===== src/rtl/uart_frame_tx_sched_if.sv =====
// Requester and byte-transmitter signals of the two-requester UART frame scheduler.
// master: producers plus byte transmitter side; slave: the scheduler.
interface uart_frame_tx_sched_if #(
    parameter int DATA_W = 46
);
    logic              req0;
    logic              req1;
    logic [DATA_W-1:0] data0;
    logic [DATA_W-1:0] data1;
    logic              ack0;
    logic              ack1;
    logic              done0;
    logic              done1;
    logic              busy;
    logic              err_timeout;
    logic              byte_start;
    logic [7:0]        byte_data;
    logic              byte_tx_done;

    modport master (
        output req0, req1, data0, data1, byte_tx_done,
        input  ack0, ack1, done0, done1, busy, err_timeout, byte_start, byte_data
    );

    modport slave (
        input  req0, req1, data0, data1, byte_tx_done,
        output ack0, ack1, done0, done1, busy, err_timeout, byte_start, byte_data
    );
endinterface


===== src/rtl/uart_frame_tx_sched.sv =====
// Round-robin scheduler sending a zero-padded DATA_W word as NBYTES bytes, MSB first (UART_FRAME_CKSUM_EN appends an XOR byte).
// Latency: req -> ack +1 cycle, first byte_start +2, last byte_tx_done -> done +1.
// Backpressure: one byte in flight; waits on byte_tx_done with a watchdog abort after TIMEOUT_CYC cycles.
module uart_frame_tx_sched #(
    parameter int DATA_W      = 46,
    parameter int NBYTES      = 6,
    parameter int GAP_CYC     = 0,
    parameter int TIMEOUT_CYC = 2**20
) (
    input  logic                  clk,
    input  logic                  reset_n,
    uart_frame_tx_sched_if.slave  bus
);
    localparam int SR_W = NBYTES * 8;
`ifdef UART_FRAME_CKSUM_EN
    localparam int NFRAME = NBYTES + 1;
`else
    localparam int NFRAME = NBYTES;
`endif
    localparam int IDX_W = (NFRAME > 1) ? $clog2(NFRAME) : 1;
    localparam logic [IDX_W-1:0] LAST_IDX = IDX_W'(NFRAME - 1);
    localparam int GAP_W = (GAP_CYC > 1) ? $clog2(GAP_CYC) : 1;
    localparam logic [GAP_W-1:0] GAP_LAST = GAP_W'((GAP_CYC > 0) ? GAP_CYC - 1 : 0);
    localparam logic [19:0] WD_LAST = 20'(TIMEOUT_CYC - 1);

    localparam logic [2:0] ST_IDLE = 3'd0;
    localparam logic [2:0] ST_LOAD = 3'd1;
    localparam logic [2:0] ST_SEND = 3'd2;
    localparam logic [2:0] ST_WAIT = 3'd3;
    localparam logic [2:0] ST_GAP  = 3'd4;
    localparam logic [2:0] ST_DONE = 3'd5;

    logic [2:0]       state_q, state_d;
    logic             grant_q;
    logic             last_grant_q;
    logic [IDX_W-1:0] idx_q;
    logic [SR_W-1:0]  shift_q;
    logic [19:0]      wdog_q;
    logic [GAP_W-1:0] gap_q;
    logic             err_q;
    logic             win;
    logic             wd_expire;
    logic             is_last;

    // Both requesting: the one not served last time wins.
    assign win       = (bus.req0 && bus.req1) ? ~last_grant_q : bus.req1;
    assign wd_expire = (wdog_q == WD_LAST);
    assign is_last   = (idx_q == LAST_IDX);

    always_comb begin
        state_d = state_q;
        case (state_q)
            ST_IDLE: if (bus.req0 || bus.req1) state_d = ST_LOAD;
            ST_LOAD: state_d = ST_SEND;
            ST_SEND: state_d = ST_WAIT;
            ST_WAIT: begin
                if (bus.byte_tx_done) begin
                    if (is_last)          state_d = ST_DONE;
                    else if (GAP_CYC > 0) state_d = ST_GAP;
                    else                  state_d = ST_SEND;
                end else if (wd_expire) begin
                    state_d = ST_IDLE;
                end
            end
            ST_GAP:  if (gap_q == GAP_LAST) state_d = ST_SEND;
            ST_DONE: state_d = ST_IDLE;
            default: state_d = ST_IDLE;
        endcase
    end

`ifdef UART_FRAME_CKSUM_EN
    localparam logic [IDX_W-1:0] CK_IDX = IDX_W'(NBYTES);
    logic [7:0] cksum_q;

    always_ff @(posedge clk or negedge reset_n) begin
        if (!reset_n) begin
            cksum_q <= 8'h00;
        end else if (state_q == ST_LOAD) begin
            cksum_q <= 8'h00;
        end else if (state_q == ST_WAIT && bus.byte_tx_done && !is_last) begin
            cksum_q <= cksum_q ^ shift_q[SR_W-1 -: 8];
        end
    end

    assign bus.byte_data = (idx_q == CK_IDX) ? cksum_q : shift_q[SR_W-1 -: 8];
`else
    assign bus.byte_data = shift_q[SR_W-1 -: 8];
`endif

    always_ff @(posedge clk or negedge reset_n) begin
        if (!reset_n) begin
            state_q      <= ST_IDLE;
            grant_q      <= 1'b0;
            last_grant_q <= 1'b1;
            idx_q        <= '0;
            shift_q      <= '0;
            wdog_q       <= '0;
            gap_q        <= '0;
            err_q        <= 1'b0;
        end else begin
            state_q <= state_d;
            err_q   <= (state_q == ST_WAIT) && !bus.byte_tx_done && wd_expire;
            case (state_q)
                ST_IDLE: grant_q <= win;
                ST_LOAD: begin
                    shift_q      <= SR_W'(grant_q ? bus.data1 : bus.data0);
                    idx_q        <= '0;
                    last_grant_q <= grant_q;
                end
                ST_SEND: wdog_q <= '0;
                ST_WAIT: begin
                    // Shift only on leaving WAIT so byte_data holds while the byte is on the wire.
                    if (bus.byte_tx_done) begin
                        if (!is_last) begin
                            idx_q   <= idx_q + IDX_W'(1);
                            shift_q <= shift_q << 8;
                            gap_q   <= '0;
                        end
                    end else begin
                        wdog_q <= wdog_q + 20'd1;
                    end
                end
                ST_GAP:  gap_q <= gap_q + GAP_W'(1);
                default: ;
            endcase
        end
    end

    assign bus.ack0        = (state_q == ST_LOAD) && !grant_q;
    assign bus.ack1        = (state_q == ST_LOAD) &&  grant_q;
    assign bus.done0       = (state_q == ST_DONE) && !grant_q;
    assign bus.done1       = (state_q == ST_DONE) &&  grant_q;
    assign bus.busy        = (state_q != ST_IDLE);
    assign bus.err_timeout = err_q;
    assign bus.byte_start  = (state_q == ST_SEND);
endmodule


===== src/flat_wrapper.sv =====
// flat-port wrapper written by rule: the top's interface ports become plain ports
module uart_frame_tx_sched_flat 
#(
    parameter int DATA_W      = 46,
    parameter int NBYTES      = 6,
    parameter int GAP_CYC     = 0,
    parameter int TIMEOUT_CYC = 2**20
)
  (clk, reset_n, bus_req0, bus_req1, bus_data0, bus_data1, bus_byte_tx_done, bus_ack0, bus_ack1, bus_done0, bus_done1, bus_busy, bus_err_timeout, bus_byte_start, bus_byte_data);
  uart_frame_tx_sched_if #(.DATA_W(DATA_W)) bus_i ();
  input  logic clk;
  input  logic reset_n;
  input wire logic [$bits(bus_i.req0)-1:0] bus_req0;
  input wire logic [$bits(bus_i.req1)-1:0] bus_req1;
  input wire logic [$bits(bus_i.data0)-1:0] bus_data0;
  input wire logic [$bits(bus_i.data1)-1:0] bus_data1;
  input wire logic [$bits(bus_i.byte_tx_done)-1:0] bus_byte_tx_done;
  output wire logic [$bits(bus_i.ack0)-1:0] bus_ack0;
  output wire logic [$bits(bus_i.ack1)-1:0] bus_ack1;
  output wire logic [$bits(bus_i.done0)-1:0] bus_done0;
  output wire logic [$bits(bus_i.done1)-1:0] bus_done1;
  output wire logic [$bits(bus_i.busy)-1:0] bus_busy;
  output wire logic [$bits(bus_i.err_timeout)-1:0] bus_err_timeout;
  output wire logic [$bits(bus_i.byte_start)-1:0] bus_byte_start;
  output wire logic [$bits(bus_i.byte_data)-1:0] bus_byte_data;
  assign bus_i.req0 = bus_req0;
  assign bus_i.req1 = bus_req1;
  assign bus_i.data0 = bus_data0;
  assign bus_i.data1 = bus_data1;
  assign bus_i.byte_tx_done = bus_byte_tx_done;
  assign bus_ack0 = bus_i.ack0;
  assign bus_ack1 = bus_i.ack1;
  assign bus_done0 = bus_i.done0;
  assign bus_done1 = bus_i.done1;
  assign bus_busy = bus_i.busy;
  assign bus_err_timeout = bus_i.err_timeout;
  assign bus_byte_start = bus_i.byte_start;
  assign bus_byte_data = bus_i.byte_data;
  uart_frame_tx_sched #(.DATA_W(DATA_W), .NBYTES(NBYTES), .GAP_CYC(GAP_CYC), .TIMEOUT_CYC(TIMEOUT_CYC)) u_core (.clk(clk), .reset_n(reset_n), .bus(bus_i));
endmodule

===== config.mk =====
export PLATFORM = sky130hd
export DESIGN_NAME = uart_frame_tx_sched_flat
export DESIGN_NICKNAME = d
export VERILOG_FILES = /design/src/rtl/uart_frame_tx_sched_if.sv /design/src/rtl/uart_frame_tx_sched.sv /design/src/flat_wrapper.sv
export SDC_FILE = /design/constraint.sdc
export NUM_CORES = 1
export LEC_CHECK = 0
export ABC_CLOCK_PERIOD_IN_PS = 2140
export BUFFER_PORTS_ARGS = -buffer_cell sky130_fd_sc_hd__buf_2
export CAP_MARGIN = 20
export CORE_ASPECT_RATIO = 0.5
export CORE_MARGIN = 2
export CORE_UTILIZATION = 53
export CTS_CLUSTER_SIZE = 24
export DETAILED_ROUTE_END_ITERATION = 10
export GPL_ROUTABILITY_DRIVEN = 0
export PLACE_DENSITY = 0.81
export SLEW_MARGIN = 20
export SYNTH_ARGS = -nofsm -noshare
export SYNTH_HDL_FRONTEND = slang
export SYNTH_SLANG_ARGS = --single-unit

===== constraint.sdc =====
create_clock -name clk -period 2.14 [get_ports clk]
set_clock_uncertainty 0.05 [all_clocks]
set_input_delay 0.428 -clock clk [delete_from_list [all_inputs] [get_ports clk]]
set_output_delay 0.428 -clock clk [all_outputs]
set_load 0.1 [all_outputs]

**Word level (Yosys, flattened, before mapping)**

Index checks and enable logic that the tools add are counted.

- $add $sub $neg: 3
- Equality and inequality tests: 13
- Mux-type cells: 19
- Bitwise operators: 1
- Reductions and logical operators: 19

Operators with widths:

| kind | count |
|---|---|
| $mux 48 | 2 |
| $pmux 48 s2 | 1 |
| $mux 46 | 1 |
| $pmux 20 s2 | 1 |
| $mux 3 | 7 |
| $add 20x1->20 const B | 1 |
| $eq 20x20->1 const B | 1 |
| $mux 20 | 1 |
| $pmux 3 s5 | 1 |
| $eq 3x3->1 const B | 3 |
| $reduce_and 3->1 | 3 |
| $ne 2x2->1 const B | 4 |
| $logic_and 1x1->1 | 7 |
| $eq 3x2->1 const B | 2 |
| $pmux 3 s2 | 1 |
| $reduce_bool 2->1 | 3 |
| $add 3x1->3 const B | 1 |
| $eq 3x1->1 const B | 1 |
| $logic_not 3->1 | 1 |
| $mux 1 | 3 |
| $ne 3x2->1 const B | 1 |
| $reduce_bool 3->1 | 1 |
| $logic_not 1->1 | 2 |
| $ne 2x1->1 const B | 1 |
| 5 further kinds | 5 |

- Register bits after elaboration: 78
- Input port bits: 97
- Output and inout port bits: 15
- Word-level logic and storage cells: 63

**Longest topological paths before layout**

- Word-level depth: 4
- Gate-level depth with buffers: 8
- Gate-level depth less buffers: 6

**Worst setup path after synthesis**

Ideal clock, no wire load.

- Kind: flip-flop to output port
- Start point: register u_core.state_q[1]
- End point: output port bus_ack0
- Arrival time: 2.255 ns
- Data required time: 1.662 ns
- Setup slack: -0.593 ns
- Cell stages (with the launch flop): 6
- Buffers on the path: 2
- Path through: dfrtp_1 nor2b_1 nand2b_1 buf_2 clkbuf_1 nor2_1

- Longest elaborated chain between the ends: 2

RTL lines:

| item | line | RTL |
|---|---|---|
| start: declaration | uart_frame_tx_sched.sv:33 | `logic [2:0] state_q, state_d;` |
| start signal: assignment | uart_frame_tx_sched.sv:101 | `state_q <= state_d;` |
| $eq 3x1->1 | uart_frame_tx_sched.sv:129 | `assign bus.ack0 = (state_q == ST_LOAD) && !grant_q;` |
| $logic_and 1x1->1 | uart_frame_tx_sched.sv:129 |  |
| end: declaration | flat_wrapper.sv:18 | `output wire logic [$bits(bus_i.ack0)-1:0] bus_ack0;` |

Every way passes these cells.

**Worst setup path after layout**

- Start point: register u_core.state_q[0]
- End point: output port bus_busy

- Longest elaborated chain between the ends: 1

RTL lines:

| item | line | RTL |
|---|---|---|
| $reduce_bool 3->1 | uart_frame_tx_sched.sv:133 | `assign bus.busy = (state_q != ST_IDLE);` |
| end: declaration | flat_wrapper.sv:22 | `output wire logic [$bits(bus_i.busy)-1:0] bus_busy;` |

Every way passes these cells.

==> flow_metrics.env <==
export IMPL_status="finished, final reports clean"
export IMPL_synth_most_common_cell="dfrtp_1"
export IMPL_vias_per_cell=5.67
export IMPL_fillers=543
export IMPL_max_slew_worst_pin_slew_ps=588
export IMPL_synth_fa_ha_area_share_pct=0.915
export IMPL_wl_met1_um=4100
export IMPL_synth_area_leaders="dfrtp_1 (47%), mux2i_1 (11%), o221a_2 (9.9%)"
export IMPL_start_util_pct=55.4
export IMPL_crit_fanout=8
export IMPL_setup_tns_ps=0
export IMPL_path_clk_slew_ps=60
export IMPL_drt_pre_antenna_iters=4
export IMPL_io_pins=112
export IMPL_drv_slew=0
export IMPL_cp_end_kind="primary output"
export IMPL_fin_crit_sh_pct=97.6
export IMPL_rsz0062_at_grt="false"
export IMPL_ant_nets=0
export IMPL_yosys_area_share_simple_pct=16.1
export IMPL_synth_top_cell_area_share_pct=47.0
export IMPL_postCtsSetupRepairBufs=0
export IMPL_fmax_ghz=0.479
export IMPL_drc=0
export IMPL_yosys_warnings=0
export IMPL_die_y_um=66.2
export IMPL_synth_mux_area_share_pct=11.8
export IMPL_r2r_setup_slack_ps=230
export IMPL_maxSlewHeadroom_pct=60.8
export IMPL_criticalPathCategory="reg2out"
export IMPL_drt_iter0_markers=286
export IMPL_synth_top_family_by_area="compound AO/OA/AOI/OAI gates"
export IMPL_synth_flop_cell="dfrtp_1"
export IMPL_numCtsBuffers=9
export IMPL_finalSetupViolCount=0
export IMPL_clock_path_buffers=2
export IMPL_ys_types=42
export IMPL_async_flop_share_pct=100
export IMPL_cp_arrival_ps=1610
export IMPL_maxCapViolCount=0
export IMPL_grt_start_max_net_pins=49
export IMPL_dr_wl_met3_um=435
export IMPL_power_leakage_nw=2.34
export IMPL_synth_compound_area_share_pct=16.6
export IMPL_hp_class="in2async"
export IMPL_coreArea_sq_um=7400
export IMPL_grt_pass1_vias=3097
export IMPL_grt_first_pass_wirelength_um=15000
export IMPL_yosys_area_top_type="dfrtp_1"
export IMPL_grt_usage_pct=22.9
export IMPL_synth_edf_count=0
export IMPL_syn_inst=393
export IMPL_cpMaxStageDelayCell="dfrtp_1"
export IMPL_syn_nets=493
export IMPL_num_rows=22
export IMPL_cts_max_level=3
export IMPL_die_x_um=128
export IMPL_yosys_area_share_xor_xnor_pct=1.71
export IMPL_finalPower_mw=7.20
export IMPL_synth_seq_cells=78
export IMPL_netlist_area_sq_um=4100
export IMPL_overflow=0
export IMPL_antenna_cells=0
export IMPL_numPortBuffers=111
export IMPL_fin_crit_ps=2090
export IMPL_hold_buffers=0
export IMPL_hold_viol=0
export IMPL_powerDensity_nw_per_um2=1410
export IMPL_yosysSeqAreaShare_pct=47.6
export IMPL_synthTopCellsByCount="dfrtp_1 (77), nand2_1 (53), mux2i_1 (45)"
export IMPL_wl_per_cell_um=15.5
export IMPL_startpoint_type="flop"
export IMPL_routed_wl_um=9180
export IMPL_avgSynthCellArea_sq_um=10.4
export IMPL_clock_sinks=78
export IMPL_cp_slowest_stage_delay_ps=410
export IMPL_syn_to_final_growth_pct=24.4
export IMPL_highest_layer="met4"
export IMPL_design_die_area_sq_um=8510
export IMPL_met2RoutedLength_um=4560
export IMPL_ir_drop_v=0.000716
export IMPL_root_buffer="clkbuf_16"
export IMPL_final_nets=592
export IMPL_antenna_found_initial=0
export IMPL_tritoncts="done"
export IMPL_path_cells="buf_4, or3_1, buf_2"
export IMPL_dp_hpwl_um=6460
export IMPL_critPathRequiredTime_ps=1660
export IMPL_clock_latency_ps=340
export IMPL_layout_drive_gt1_share_pct=38.8
export IMPL_vias=3363
==> cell families after synthesis <==
family / Yosys count
AO/OA/AOI/OAI: 84
XOR/XNOR: 8
adder cells (fa/ha/maj): 3
buffers and inverters: 42
flip-flops: 78
multiplexers: 48
AND/OR/NAND/NOR: 130
==> worst max-delay path: cells and delay by family, from the launching register on <==
family | cells | cell delay, ps
flip-flops | 1 | 410
buffers and inverters | 2 | 490
AND/OR/NAND/NOR | 1 | 370
==> area by class of cell <==
class                      count  area [sq um]  area share (%)
clock inverter                 7          96.3            1.89
sequential                    78          1950            38.3
timing repair buffer         125           738            14.5
inverter                       5          18.8           0.368
tap                           96           120            2.35
multi-input combinational    273          1950            38.2
clock buffer                   9           225            4.41
==> worst paths after layout <==
path | cells past startpoint | end | startpoint
setup / recovery | 3 | bus_busy | u_core.state_q[0]$_DFFE_PN0P_
hold / removal | 1 | u_core.shift_q[3]$_DFFE_PN0P_ | reset_n
setup reg to reg | 5 | u_core.shift_q[15]$_DFFE_PN0P_ | u_core.idx_q[0]$_DFFE_PN0P_
hold reg to reg | 2 | u_core.shift_q[47]$_DFFE_PN0P_ | u_core.shift_q[47]$_DFFE_PN0P_
max in group asynchronous | 2 | u_core.shift_q[17]$_DFFE_PN0P_ | reset_n
min in group clk | 3 | u_core.shift_q[7]$_DFFE_PN0P_ | bus_data0[7]
==> registers in the layout, summed over array words and instances, names as in the netlist <==
name / count
u_core.bus.err_timeout: 1
u_core.grant_q: 1
u_core.wdog_q: 20
u_core.idx_q: 3
u_core.shift_q: 48
u_core.state_q: 3
u_core.gap_q: 1
u_core.last_grant_q: 1
==> layer usage <==
layer | up-vias | track usage, %
li1 | 1646 | -
met4 | 0 | 6.04
met5 | - | 0
met3 | 11 | 6.23
met1 | 1618 | 29.8
met2 | 88 | 38.0
==> where the power goes <==
group / switching (mW) / total [mW] / internal (mW)
Combinational: 1.88 / 3.17 / 1.29
Clock: 0.602 / 1.62 / 1.02
Sequential: 0.404 / 2.41 / 2.00
Total: 2.89 / 7.20 / 4.31
==> layout by cell type, fill, tap and decap left out, types with 3 or more instances in the layout <==
cell type   instances
clkbuf_16           9
nand2_1            53
nor2_1             14
buf_4              14
xor2_1              6
mux2i_1            45
or3_1               3
nand3_1            22
and3_1              3
o221a_2            36
mux2_2              3
and4_1              4
a21oi_1            11
or4_1               7
buf_12              5
dfrtp_1            76
inv_1               4
clkinvlp_4          3
o21ai_0            20
nand4_1             5
ha_1                3
buf_2             105
o31ai_1             8
a31oi_1             3
==> metrics by stage <==
step,setup slack [ps],hold WS (ps),utilization [%],cell area (sq um),std cells
after detailed placement,250,417,64.5,4780,577
final,52.2,33.3,68.9,5100,593
after global placement,343,419,64.5,4780,577
after CTS,36.9,52.6,68.9,5100,593
after floorplan,-133,82.4,-,4120,393
after global routing,2.15,81.8,68.9,5100,593
==> repair_timing <==
item,in CTS,in global routing
hold endpoints to repair,0,0
gates resized for setup,0,3
setup endpoints to repair,0,5
Note: power is estimated with default switching activity, not from simulation.
